==> src/rtl/dmb_link_pkg.sv <==
// ---------------------------------------------------------------------------
// dmb_link_pkg
// Shared definitions for the link transmit and receive paths:
//   - 8b/10b octet constants (K- and D-characters) used to build line words
//   - composed 16-bit line words (low octet goes out first)
//   - transmit state encoding
//   - byte-wise reflected CRC-32 step function
// ---------------------------------------------------------------------------
package dmb_link_pkg;

    // Octet constants
    localparam logic [7:0] K28_5    = 8'hBC;  // comma / idle
    localparam logic [7:0] K27_7    = 8'hFB;  // start of packet
    localparam logic [7:0] K29_7    = 8'hFD;  // end of packet
    localparam logic [7:0] K23_7    = 8'hF7;  // carrier extend
    localparam logic [7:0] K30_7    = 8'hFE;  // error propagation
    localparam logic [7:0] D16_2    = 8'h50;  // idle filler data octet
    localparam logic [7:0] PRMBL    = 8'h55;  // preamble octet
    localparam logic [7:0] SOF_BYTE = 8'hD5;  // start-of-frame delimiter

    // Line words: {second octet, first octet}
    localparam logic [15:0] W_IDLE = {D16_2, K28_5};
    localparam logic [15:0] W_PRE1 = {PRMBL, K27_7};
    localparam logic [15:0] W_PRE  = {PRMBL, PRMBL};
    localparam logic [15:0] W_SOF  = {SOF_BYTE, PRMBL};
    localparam logic [15:0] W_VERR = {K30_7, K30_7};
    localparam logic [15:0] W_EOP  = {K23_7, K29_7};
    localparam logic [15:0] W_EXT  = {K23_7, K23_7};

    typedef enum logic [3:0] {
        IDLE, PRE1, PRE2, PRE3, SOF, DATA,
        CRC_LO, CRC_HI, VERR, EOP, EXT, IPG
    } tx_state_e;

    // Reflected form of polynomial 04C11DB7
    localparam logic [31:0] CRC32_POLY_REFL = 32'hEDB88320;

    // One byte through the LSB-first CRC-32 register
    function automatic logic [31:0] crc32_byte(input logic [31:0] crc_in,
                                               input logic [7:0]  data);
        logic [31:0] c;
        c = crc_in ^ {24'h0, data};
        for (int i = 0; i < 8; i++) begin
            c = c[0] ? ((c >> 1) ^ CRC32_POLY_REFL) : (c >> 1);
        end
        return c;
    endfunction

endpackage

==> src/rtl/crc32_tx16.sv <==
// ---------------------------------------------------------------------------
// crc32_tx16
// CRC-32 (Ethernet) accumulator taking one 16-bit word per cycle, low byte
// first. Shared by transmit and receive paths.
//   clk   : clock
//   rst_n : asynchronous active-low reset (register preset to all ones)
//   init  : preset the register to FFFFFFFF
//   calc  : fold d into the register (ignored while init is high)
//   d     : data word, d[7:0] processed before d[15:8]
//   crc   : complemented register value, ready to transmit
// ---------------------------------------------------------------------------
module crc32_tx16
    import dmb_link_pkg::*;
(
    input  logic        clk,
    input  logic        rst_n,
    input  logic        init,
    input  logic        calc,
    input  logic [15:0] d,
    output logic [31:0] crc
);

    logic [31:0] crc_reg;

    always_ff @(posedge clk or negedge rst_n) begin
        if (!rst_n) begin
            crc_reg <= '1;
        end else if (init) begin
            crc_reg <= '1;
        end else if (calc) begin
            crc_reg <= crc32_byte(crc32_byte(crc_reg, d[7:0]), d[15:8]);
        end
    end

    assign crc = ~crc_reg;

endmodule

==> src/rtl/tx_frame_gen.sv <==
// ---------------------------------------------------------------------------
// tx_frame_gen
// Wraps client payload words into a framed 16-bit PCS/PMA transmit stream:
// preamble, SOF, payload, CRC-32, EOP, carrier extend, inter-packet gap.
// Every output word is registered: the word for the state held in cycle t
// appears in cycle t+1.
//   CLK        : clock
//   RST_N      : asynchronous active-low reset
//   TX_DATA_IN : client payload word, [7:0] transmitted first
//   TX_DV      : client word valid; requests a frame while idle
//   TX_LAST    : current word is the final payload word
//   TX_ACK     : word accepted this cycle when TX_DV is also high
//   TXDATA     : transmit word
//   TX_IS_K    : K-flags, bit0 covers TXDATA[7:0]
//   TX_BUSY    : high on every word from PRE1 through EXT
//   TX_ERR     : one-cycle pulse on underrun or length overflow
// ---------------------------------------------------------------------------
module tx_frame_gen
    import dmb_link_pkg::*;
#(
    parameter int MAX_WORDS = 812,
    parameter int IPG_WORDS = 6
) (
    input  logic        CLK,
    input  logic        RST_N,
    input  logic [15:0] TX_DATA_IN,
    input  logic        TX_DV,
    input  logic        TX_LAST,
    output logic        TX_ACK,
    output logic [15:0] TXDATA,
    output logic [1:0]  TX_IS_K,
    output logic        TX_BUSY,
    output logic        TX_ERR
);

    localparam logic [12:0] MAX_CNT  = 13'(MAX_WORDS);
    localparam logic [5:0]  IPG_LOAD = 6'(IPG_WORDS - 1);

    tx_state_e   state;
    logic [11:0] word_cnt;
    logic [12:0] word_cnt_inc;
    logic [5:0]  ipg_cnt;
    logic [31:0] crc_val;

    assign TX_ACK       = (state == DATA);
    assign word_cnt_inc = {1'b0, word_cnt} + 13'd1;

    crc32_tx16 u_crc (
        .clk   (CLK),
        .rst_n (RST_N),
        .init  (state == PRE1),
        .calc  ((state == DATA) && TX_DV),
        .d     (TX_DATA_IN),
        .crc   (crc_val)
    );

    always_ff @(posedge CLK or negedge RST_N) begin
        if (!RST_N) begin
            state    <= IDLE;
            word_cnt <= '0;
            ipg_cnt  <= IPG_LOAD;   // a reset counts as a full gap still to run
            TXDATA   <= W_IDLE;
            TX_IS_K  <= 2'b01;
            TX_BUSY  <= 1'b0;
            TX_ERR   <= 1'b0;
        end else begin
            TX_ERR  <= 1'b0;
            TX_BUSY <= (state != IDLE) && (state != IPG);
            case (state)
                IDLE: begin
                    TXDATA  <= W_IDLE;
                    TX_IS_K <= 2'b01;
                    if (ipg_cnt != '0) begin
                        ipg_cnt <= ipg_cnt - 6'd1;
                    end else if (TX_DV) begin
                        state <= PRE1;
                    end
                end
                PRE1: begin
                    TXDATA   <= W_PRE1;
                    TX_IS_K  <= 2'b01;
                    word_cnt <= '0;
                    state    <= PRE2;
                end
                PRE2: begin
                    TXDATA  <= W_PRE;
                    TX_IS_K <= 2'b00;
                    state   <= PRE3;
                end
                PRE3: begin
                    TXDATA  <= W_PRE;
                    TX_IS_K <= 2'b00;
                    state   <= SOF;
                end
                SOF: begin
                    TXDATA  <= W_SOF;
                    TX_IS_K <= 2'b00;
                    state   <= DATA;
                end
                DATA: begin
                    if (TX_DV) begin
                        TXDATA  <= TX_DATA_IN;
                        TX_IS_K <= 2'b00;
                        if (word_cnt != '1) begin
                            word_cnt <= word_cnt_inc[11:0];
                        end
                        if (TX_LAST) begin
                            state <= CRC_LO;
                        end else if (word_cnt_inc >= MAX_CNT) begin
                            // Overlong frame: close it cleanly but flag it
                            state  <= CRC_LO;
                            TX_ERR <= 1'b1;
                        end
                    end else begin
                        // Underrun: nothing valid to send, so the error
                        // symbol goes out immediately and VERR repeats it
                        TXDATA  <= W_VERR;
                        TX_IS_K <= 2'b11;
                        TX_ERR  <= 1'b1;
                        state   <= VERR;
                    end
                end
                CRC_LO: begin
                    TXDATA  <= crc_val[15:0];
                    TX_IS_K <= 2'b00;
                    state   <= CRC_HI;
                end
                CRC_HI: begin
                    TXDATA  <= crc_val[31:16];
                    TX_IS_K <= 2'b00;
                    state   <= EOP;
                end
                VERR: begin
                    TXDATA  <= W_VERR;
                    TX_IS_K <= 2'b11;
                    state   <= EOP;
                end
                EOP: begin
                    TXDATA  <= W_EOP;
                    TX_IS_K <= 2'b11;
                    state   <= EXT;
                end
                EXT: begin
                    TXDATA  <= W_EXT;
                    TX_IS_K <= 2'b11;
                    ipg_cnt <= IPG_LOAD;
                    // IDLE always contributes one idle word before PRE1, so
                    // IPG covers the remaining IPG_WORDS-1 words; a one-word
                    // gap therefore needs no IPG state at all.
                    state   <= (IPG_LOAD == '0) ? IDLE : IPG;
                end
                IPG: begin
                    TXDATA  <= W_IDLE;
                    TX_IS_K <= 2'b01;
                    if (ipg_cnt <= 6'd1) begin
                        ipg_cnt <= '0;
                        state   <= IDLE;
                    end else begin
                        ipg_cnt <= ipg_cnt - 6'd1;
                    end
                end
                default: begin
                    TXDATA  <= W_IDLE;
                    TX_IS_K <= 2'b01;
                    state   <= IDLE;
                end
            endcase
        end
    end

endmodule

==> config.mk <==
export PLATFORM = sky130hd
export DESIGN_NAME = tx_frame_gen
export DESIGN_NICKNAME = d
export VERILOG_FILES = /design/src/rtl/dmb_link_pkg.sv /design/src/rtl/crc32_tx16.sv /design/src/rtl/tx_frame_gen.sv
export SDC_FILE = /design/constraint.sdc
export NUM_CORES = 1
export LEC_CHECK = 0
export CAP_MARGIN = 20
export CORE_MARGIN = 3
export CORE_UTILIZATION = 40
export DETAILED_ROUTE_END_ITERATION = 12
export GPL_ROUTABILITY_DRIVEN = 0
export MAX_ROUTING_LAYER = met4
export SYNTH_ARGS = -nofsm -noshare
export SYNTH_HDL_FRONTEND = slang
export SYNTH_SLANG_ARGS = --single-unit
==> constraint.sdc <==
create_clock -name CLK -period 3.8 [get_ports CLK]
set_clock_uncertainty 0.2 [all_clocks]
set_input_delay 0.95 -clock CLK [delete_from_list [all_inputs] [get_ports CLK]]
set_output_delay 0.95 -clock CLK [all_outputs]
set_load 0.01 [all_outputs]
After elaboration in Yosys (flattened, before gate mapping)
Cells that the tools add are included.

operators by class
  add/subtract/negate cells = 2
  bitwise gates (word level) = 19
  $lt $le $gt $ge = 2
  eq/ne operators = 20
  mux-type cells = 39
  reductions and logical operators = 15

operator list
  operator                                                                               number
  32-bit two-way mux                                                                     18
  13-bit inverter with 14-bit output                                                     16
  16-bit one-hot mux with 9 select lines                                                 1
  32-bit by 8-bit XOR with 32-bit output                                                 2
  4-bit one-hot mux with 11 select lines                                                 1
  32-bit inverter                                                                        1
  12-bit two-way mux                                                                     2
  4-bit two-way mux                                                                      6
  12-bit one-hot mux with 2 select lines                                                 1
  6-bit one-hot mux with 3 select lines                                                  1
  4-bit by 3-bit equality test with 1-bit output, second input constant                  4
  4-bit equality test, second input constant                                             4
  16-bit two-way mux                                                                     1
  12-bit by 1-bit adder with 13-bit output, second input constant                        1
  13-bit by 10-bit greater-or-equal comparator with 1-bit output, second input constant  1
  6-bit two-way mux                                                                      2
  12-bit inequality test, second input constant                                          1
  2-bit inequality test, second input constant                                           5
  4-bit by 2-bit equality test with 1-bit output, second input constant                  2
  6-bit by 1-bit <= comparator with 1-bit output, second input constant                  1
  2-bit one-hot mux with 3 select lines                                                  1
  6-bit nonzero test                                                                     1
  6-bit by 1-bit subtractor with 6-bit output, second input constant                     1
  5-bit OR reduction                                                                     1
  16 further kinds                                                                       22

word-level totals
  word-level logic and storage cells = 105
  register bits after elaboration = 74
  bits of input ports = 20

Depth between registers and ports, before layout
Gate-level depths: netlist (run 1).

  word-level depth = 36
  depth in mapped cells = 9

By module
Synthesis (run 1) repeated with hierarchy kept, for this count alone.

unflattened totals
  cell total of the unflattened synthesis = 587
  area total of the unflattened synthesis = 5665.4 sq um

modules (own cells, without submodules)
  module        seq. area each (sq um)  times used  cells each  area each (sq um)
  crc32_tx16    840.8                   1           284         2955.3
  tx_frame_gen  1063.5                  1           303         2710.1

Worst setup path after synthesis (run 1)
No wires, ideal clock.

  path kind = in2reg
  from = input port TX_DATA_IN[3]
  to = register u_crc.crc_reg[6]
  arrival = 2.817 ns
  buffers on the path = 0
  setup slack = 0.710 ns
  cell stages on the path = 7
  cells stage by stage = xnor2_2 xnor3_2 xor2_4 xnor3_4 nor2_1 nor3_1 a21oi_1

between the ends
  cells in the longest elaborated chain, start to end = 22
  elaborated cells between the ends (all ways) = 24
  those cells by class = mux (18); bitwise (6)

RTL lines
  element                                                                                    line                source
  from (decl)                                                                                tx_frame_gen.sv:26  input logic [15:0] TX_DATA_IN,
  32-bit by 8-bit XOR with 32-bit output *                                                   dmb_link_pkg.sv:42  c = crc_in ^ {24'h0, data};
  32-bit two-way mux * (6 in series)                                                         dmb_link_pkg.sv:44  c = c[0] ? ((c >> 1) ^ CRC32_POLY_REFL) : (c >> 1);
  13-bit inverter with 14-bit output (no line) / 32-bit two-way mux (equally long branches)  -
  32-bit two-way mux * (2 in series)                                                         dmb_link_pkg.sv:44
  32-bit by 8-bit XOR with 32-bit output *                                                   dmb_link_pkg.sv:42
  32-bit two-way mux * (5 in series)                                                         dmb_link_pkg.sv:44
  13-bit inverter with 14-bit output (no line) / 32-bit two-way mux (equally long branches)  -
  32-bit two-way mux * (3 in series)                                                         dmb_link_pkg.sv:44
  32-bit two-way mux *                                                                       crc32_tx16.sv:30    end else if (calc) begin
  32-bit two-way mux *                                                                       crc32_tx16.sv:28    end else if (init) begin
  to (signal assigned)                                                                       crc32_tx16.sv:31    crc_reg <= crc32_byte(crc32_byte(crc_reg, d[7:0]), d[15:8]);
  to (decl)                                                                                  crc32_tx16.sv:23    logic [31:0] crc_reg;

Mark *: on every way between the ends. The rest lies on a longest branch, timed or not. The select of a mux whose other input is x is not followed.
A chain may end at the register's enable or synchronous reset.

Worst setup path in the final report (run 1)
  from = register state[1]
  to = output port TX_ACK

between the ends
  cells in the longest elaborated chain, start to end = 1

RTL lines
  element                                         line                 source
  from (decl)                                     tx_frame_gen.sv:39   tx_state_e state;
  from (signal assigned)                          tx_frame_gen.sv:150  state <= (IPG_LOAD == '0) ? IDLE : IPG;
  4-bit by 3-bit equality test with 1-bit output  tx_frame_gen.sv:45   assign TX_ACK = (state == DATA);
  to (decl)                                       tx_frame_gen.sv:29   output logic TX_ACK,

No other way between the ends.

==> results of run 1 <==
-- metrics by stage --
stage / std cells / setup slack, ps / area [um2] / hold slack [ps] / utilization (%)
floorplan: 557 / 710 / 5270 / 269 / -
global placement: 780 / 107 / 6070 / 298 / 47.7
detailed placement: 780 / 94.6 / 6070 / 298 / 47.7
CTS: 796 / 414 / 6370 / 312 / 50.0
global route: 796 / 308 / 6370 / 344 / 50.0
finish: 796 / 415 / 6370 / 318 / 50.0
-- per-layer routing --
metal	routed length, um	vias up	global-route usage, %
met5	0	-	-
met4	328	0	7.93
met3	502	30	3.88
met2	6880	74	32.8
met1	6410	2062	27.7
li1	-	2038	-
-- worst max-delay path, cell delays in order, from the launching register on --
cell	delay [ps]
dfrtp_1	370
inv_1	370
nand2_1	220
nor2_1	310
clkdlybuf4s50_1	610
-- cells in the final DEF (no fill, tap or decap), types with 3 or more instances in the layout --
master / n
and3_1: 6
nand3_1: 10
xor2_2: 3
a21o_1: 3
nand2b_1: 6
a211o_1: 3
xnor3_1: 3
a21oi_1: 45
clkbuf_16: 9
nor3_1: 24
xnor2_4: 5
clkdlybuf4s50_1: 39
inv_1: 8
dfstp_2: 42
o21ai_0: 55
xnor2_1: 88
nor2_1: 40
nor4_1: 6
nand2_1: 43
buf_4: 38
o31ai_1: 5
ha_1: 3
dfrtp_1: 32
nor2b_1: 3
xor2_1: 32
o22ai_1: 4
xnor2_2: 5
a22o_1: 4
or3_1: 3
mux2i_1: 5
o221ai_1: 4
xnor3_2: 5
o21ai_1: 3
-- synthesized netlist by cell type (all sizes together), types with 2 or more instances --
| library cell | n |
|---|---|
| nand2b | 6 |
| a22oi | 2 |
| dfrtp | 32 |
| nor3 | 26 |
| a21o | 3 |
| o221ai | 4 |
| buf | 3 |
| o21ai | 58 |
| and3b | 2 |
| nand3b | 2 |
| xor2 | 36 |
| nor4 | 6 |
| o31ai | 5 |
| xnor3 | 9 |
| mux2i | 5 |
| inv | 8 |
| o22ai | 4 |
| a22o | 4 |
| nand2 | 43 |
| and2 | 3 |
| nand3 | 10 |
| a211o | 3 |
| nor2b | 3 |
| or3b | 2 |
| dfstp | 42 |
| and3 | 6 |
| ha | 3 |
| o31a | 2 |
| nor2 | 40 |
| a21oi | 45 |
| or2 | 2 |
| clkbuf | 23 |
| xnor2 | 98 |
| or3 | 3 |
-- final cells by class --
class	count	area share, %
Sequential cell	74	29.9
Inverter	9	0.531
Timing Repair Buffer	77	10.6
Clock inverter	4	0.806
Tap cell	172	3.38
Clock buffer	12	3.87
Multi-Input combinational cell	448	50.9
-- worst max path at each step --
stage	from	endpoint	slack [ps]	cells after the start
after floorplan	TX_DATA_IN[3]	u_crc.crc_reg[6]	710	7
after global routing	TX_DATA_IN[0]	u_crc.crc_reg[6]	310	8
final	state[1]	TX_ACK	410	4
after global placement	TX_DATA_IN[0]	u_crc.crc_reg[6]	110	8
after CTS	state[1]	TX_ACK	410	4
after detailed placement	TX_DATA_IN[0]	u_crc.crc_reg[6]	90	8
-- logic make-up after synthesis --
| group | Yosys count | share of synthesized area (%) |
|---|---|---|
| AND/OR/NAND/NOR | 156 | 14.1 |
| buffers and inverters | 35 | 2.49 |
| flip-flops | 74 | 36.2 |
| multiplexers | 6 | 1.16 |
| adder cells (fa/ha/maj) | 3 | 0.713 |
| XOR/XNOR | 144 | 30.1 |
| AO/OA/AOI/OAI | 139 | 15.3 |
==> out/metrics.yaml, run 1 <==
status: "finished clean"
min_period_over_period_pct: 89.1
syn_nets: 580
die_w_um: 121
initial_core_util_pct: 41.4
max_freq_mhz: 295
num-fill-cells: 1243
setup_viol: 0
grt_pass1_vias: 4233
ys_types: 57
finalWirelength_um: 14100
end_kind: "primary output"
rows: 41
synth_edf_count: 0
ys_warn_count: 0
grt_antenna_before_repair: 0
hp-start: "word_cnt[11]"
async_flop_share_pct: 100
dieArea_um2: 14600
synth_seq_area_share_pct: 36.2
ant_nets: 0
syn_inst: 557
grt_pass1_wl_um: 23000
synth_top_flop_cell: "dfstp_2"
drt_iter0_markers: 266
final_layout_size_suffix_gt1_share_pct: 19.6
core_area_um2: 12700
wl_per_cell_um: 17.7
ys_seq_elements: 74
hold_depth: 1
cts_htree_levels: 3
crit_path_start_kind: "register"
rsz0062_at_grt: "false"
maxSlewHeadroom_pct: 36.3
finalCriticalPeriod_ps: 3390
ctsResizeCount: 0
port_buffers: 40
chipHeight_um: 121
cts_hold_buffers: 0
fin_setup_tns_ps: 0
final-seq-area_um2: 1900
slew_violations: 0
synth_area_um2: 5270
grt-ovfl-total: 0
timing.rr.start: "word_cnt[0]"
cts_tree: "yes"
path_class: "reg2out"
r2r_cells: 9
boundaryPins: 41
largest_reg_flops: 32
max_slew.worst_pin.slew_ps: 955
reg2reg_to: "word_cnt[9]"
clock_sinks: 74
cts_buffers: 9
finalNetCount: 642
multiInputGateArea_um2: 3240
drt_pass1_iterations: 4
clockBufferDepth: 2
grtUsageTotal_pct: 21.1
post-route-drc-count: 0
r2r_slack_ps: 750
viasPerCell: 5.28
post-cts-setup-buffers: 0
synth_area_leaders: "dfstp_2, dfrtp_1, xnor2_1"
hold_viol_final: 0
clk_pin_slew_worst_paths_ps: 60
synth_top_area_share_pct: 21.0
num_vias: 4204
synth.avg_cell_area_um2: 9.45
cp.required_ps: 2650
cp.arrival_ps: 2240
maxCapViolCount: 0
yosys.area.top_type: "dfstp_2"
dp_hpwl_um: 10100
insertion_delay_ps: 350
holdCritPathClass: "reg2reg"
syn_to_final_growth_pct: 20.9
grt_max_degree: 75
worstHoldEndpoint: "word_cnt[11]"
root_buffer: "clkbuf_16"
worst-path-max-fanout: 14
insertedDiodeCount: 0
Power of run 1 is left out: the tool's default activity adds up to more than one toggle a clock period on the data nets, which glitch-free logic cannot reach.
==> inputs of run 2 (changes only) <==
--- a/config.mk
+++ b/config.mk
@@ -9,4 +9,5 @@
 export CORE_MARGIN = 3
 export CORE_UTILIZATION = 40
+export CTS_CLUSTER_SIZE = 25
 export DETAILED_ROUTE_END_ITERATION = 12
 export GPL_ROUTABILITY_DRIVEN = 0
==> constraint.sdc (replaced) <==
create_clock -name CLK -period 3.8 [get_ports CLK]
set_clock_uncertainty 0.2 [all_clocks]
set_input_delay 0.95 -clock CLK [delete_from_list [all_inputs] [get_ports CLK]]
set_output_delay 0.95 -clock CLK [all_outputs]
set_load 0.02 [all_outputs]
==> run 2 against run 1 <==
Via count increased by 1.1%. Register-to-register slack got worse by 30 ps. Routed wire length increased by 1.1%. Non-clock buffer count increased by 1. Fmax increased by 0.59%. Cell count increased by 0.13%. Worst hold slack got worse by 12 ps.
==> out/metrics.yaml, run 2 (synthesis gave the netlist of run 1 again) <==
boundaryPins: 41  # unchanged
finalWirelength_um: 14300  # +1.1%
use_met2_pct: 32.9  # +0.17 points
insertedDiodeCount: 0  # unchanged
grt_max_degree: 75  # unchanged
drt_pass1_iterations: 4  # unchanged
maxCapViolCount: 0  # unchanged
grt.busiest_layer: "met2"
grt_pass1_vias: 4289  # +1.3%
min_period_over_period_pct: 88.6  # -0.52 points
timing.critical_path.buf_inv: 1  # -1
clock_sinks: 74  # unchanged
die_w_um: 121  # unchanged
dieArea_um2: 14600  # unchanged
fin_util_pct: 50.0  # -0.069 points
ctsResizeCount: 0  # unchanged
use_met1_pct: 26.8  # -0.91 points
rows: 41  # unchanged
end_kind: "register"
slowest_stage: "xnor3_2"
cp.required_ps: 3890  # +1240 ps
core_area_um2: 12700  # unchanged
dp_cells: 781  # +0.13%
ant_nets: 0  # unchanged
largest_reg_flops: 32  # unchanged
viasPerCell: 5.33  # +0.94%
final_common_cell: "xnor2_1"
status: "finished clean"
cts_htree_levels: 3  # unchanged
cts_buffers: 9  # unchanged
grtUsageTotal_pct: 21.1  # about the same
slew_violations: 0  # unchanged
clk_pin_slew_worst_paths_ps: 60  # about the same
syn_to_final_growth_pct: 20.7
max_slew.worst_pin.slew_ps: 952  # -2.92 ps
use_met3_pct: 4.30  # +0.42 points
stdcell_count: 797  # +0.13%
wl_per_cell_um: 17.9  # +1.0%
drt_iter0_markers: 372  # +40%
fin_ws_ps: 434  # +19.7 ps
final_cell_mix: "xnor2_1, o21ai_0, a21oi_1"
slowest_delay_ps: 600  # about the same
dp_hpwl_um: 10200  # +0.51%
cp.arrival_ps: 3450  # +1210 ps
post-route-drc-count: 0  # unchanged
insertion_delay_ps: 350  # about the same
finalNetCount: 643  # +0.16%
holdCritPathClass: "reg2reg"
cp_cell_sequence: "clkdlybuf4s50_1 > xor2_1 > xnor3_2 > xor2_4 > xnor3_4 > nor2_1 > nor3_1 > a21oi_1"
chipHeight_um: 121  # unchanged
rsz0062_at_grt: "false"
port_buffers: 40  # unchanged
max_freq_mhz: 297  # +0.59%
initial_core_util_pct: 41.4  # unchanged
setup_viol: 0  # unchanged
crit_family: "XOR/XNOR gates"
grt_antenna_before_repair: 0  # unchanged
cts_hold_buffers: 0  # unchanged
crit_path_start_kind: "input pin"
path_class: "in2reg"
grt-ovfl-total: 0  # unchanged
num_vias: 4249  # +1.1%
post-cts-setup-buffers: 0  # unchanged
final_layout_size_suffix_gt1_share_pct: 20.2  # +0.61 points
place_ws_ps: 78.9  # -15.7 ps
fin_setup_tns_ps: 0  # unchanged
cts_tree: "yes"
finalCriticalPeriod_ps: 3370  # -19.7 ps
grt_pass1_wl_um: 23100  # +0.45%
root_buffer: "clkbuf_16"
clockBufferDepth: 2  # unchanged
worst-path-max-fanout: 5  # -9
hold_viol_final: 0  # unchanged
maxSlewHeadroom_pct: 36.5  # +0.19 points
## run 2: cell types whose count changed in the layout (fill, tap and decap cells not counted), sizes merged
cell / change
buf: +1
clkbuf: -2
clkinv: +1
bufinv: -1
clkinvlp: +2
## run 2: per-stage QoR
step	hold WS, ps	cell area (um2)
after floorplan	269	5270
after detailed placement	300	6080
after global routing	358	6360
after CTS	305	6360
after global placement	298	6080
final	306	6360
## run 2: worst paths after layout
check	slack, ps	cells past startpoint	endpoint	start
max in group asynchronous	2240	1	TXDATA[15]	RST_N
max	430	8	u_crc.crc_reg[6]	TX_DATA_IN[0]
min	310	1	word_cnt[11]	word_cnt[11]
max reg2reg	720	9	word_cnt[11]	word_cnt[0]
min reg2reg	310	1	word_cnt[11]	word_cnt[11]
min in group asynchronous	550	1	word_cnt[2]	RST_N
## run 2: worst register-to-register path, delay by kind of cell, from the launching register on
kind,cells,cell delay [ps]
AOI/OAI and AO/OA,3,680
adders and majority gates,1,280
buffers and inverters,1,260
DFF,1,410
and+or+nand+nor,4,1130
## run 2: area by class of cell
class,instances,area [um2]
Sequential cell,74,1900
Clock buffer,10,239
Multi-Input combinational cell,448,3240
Timing Repair Buffer,78,683
Tap cell,172,215
Fill cell,1273,6360
Clock inverter,6,42.5
Inverter,9,33.8
## run 2: routing by layer
metal  up-vias  share of wire (%)
met5         -                  0
met4         0                2.9
met3        29                4.3
met2        93                 48
met1      2078                 44
li1       2049                  -
Power of run 2 is left out for the same reason.
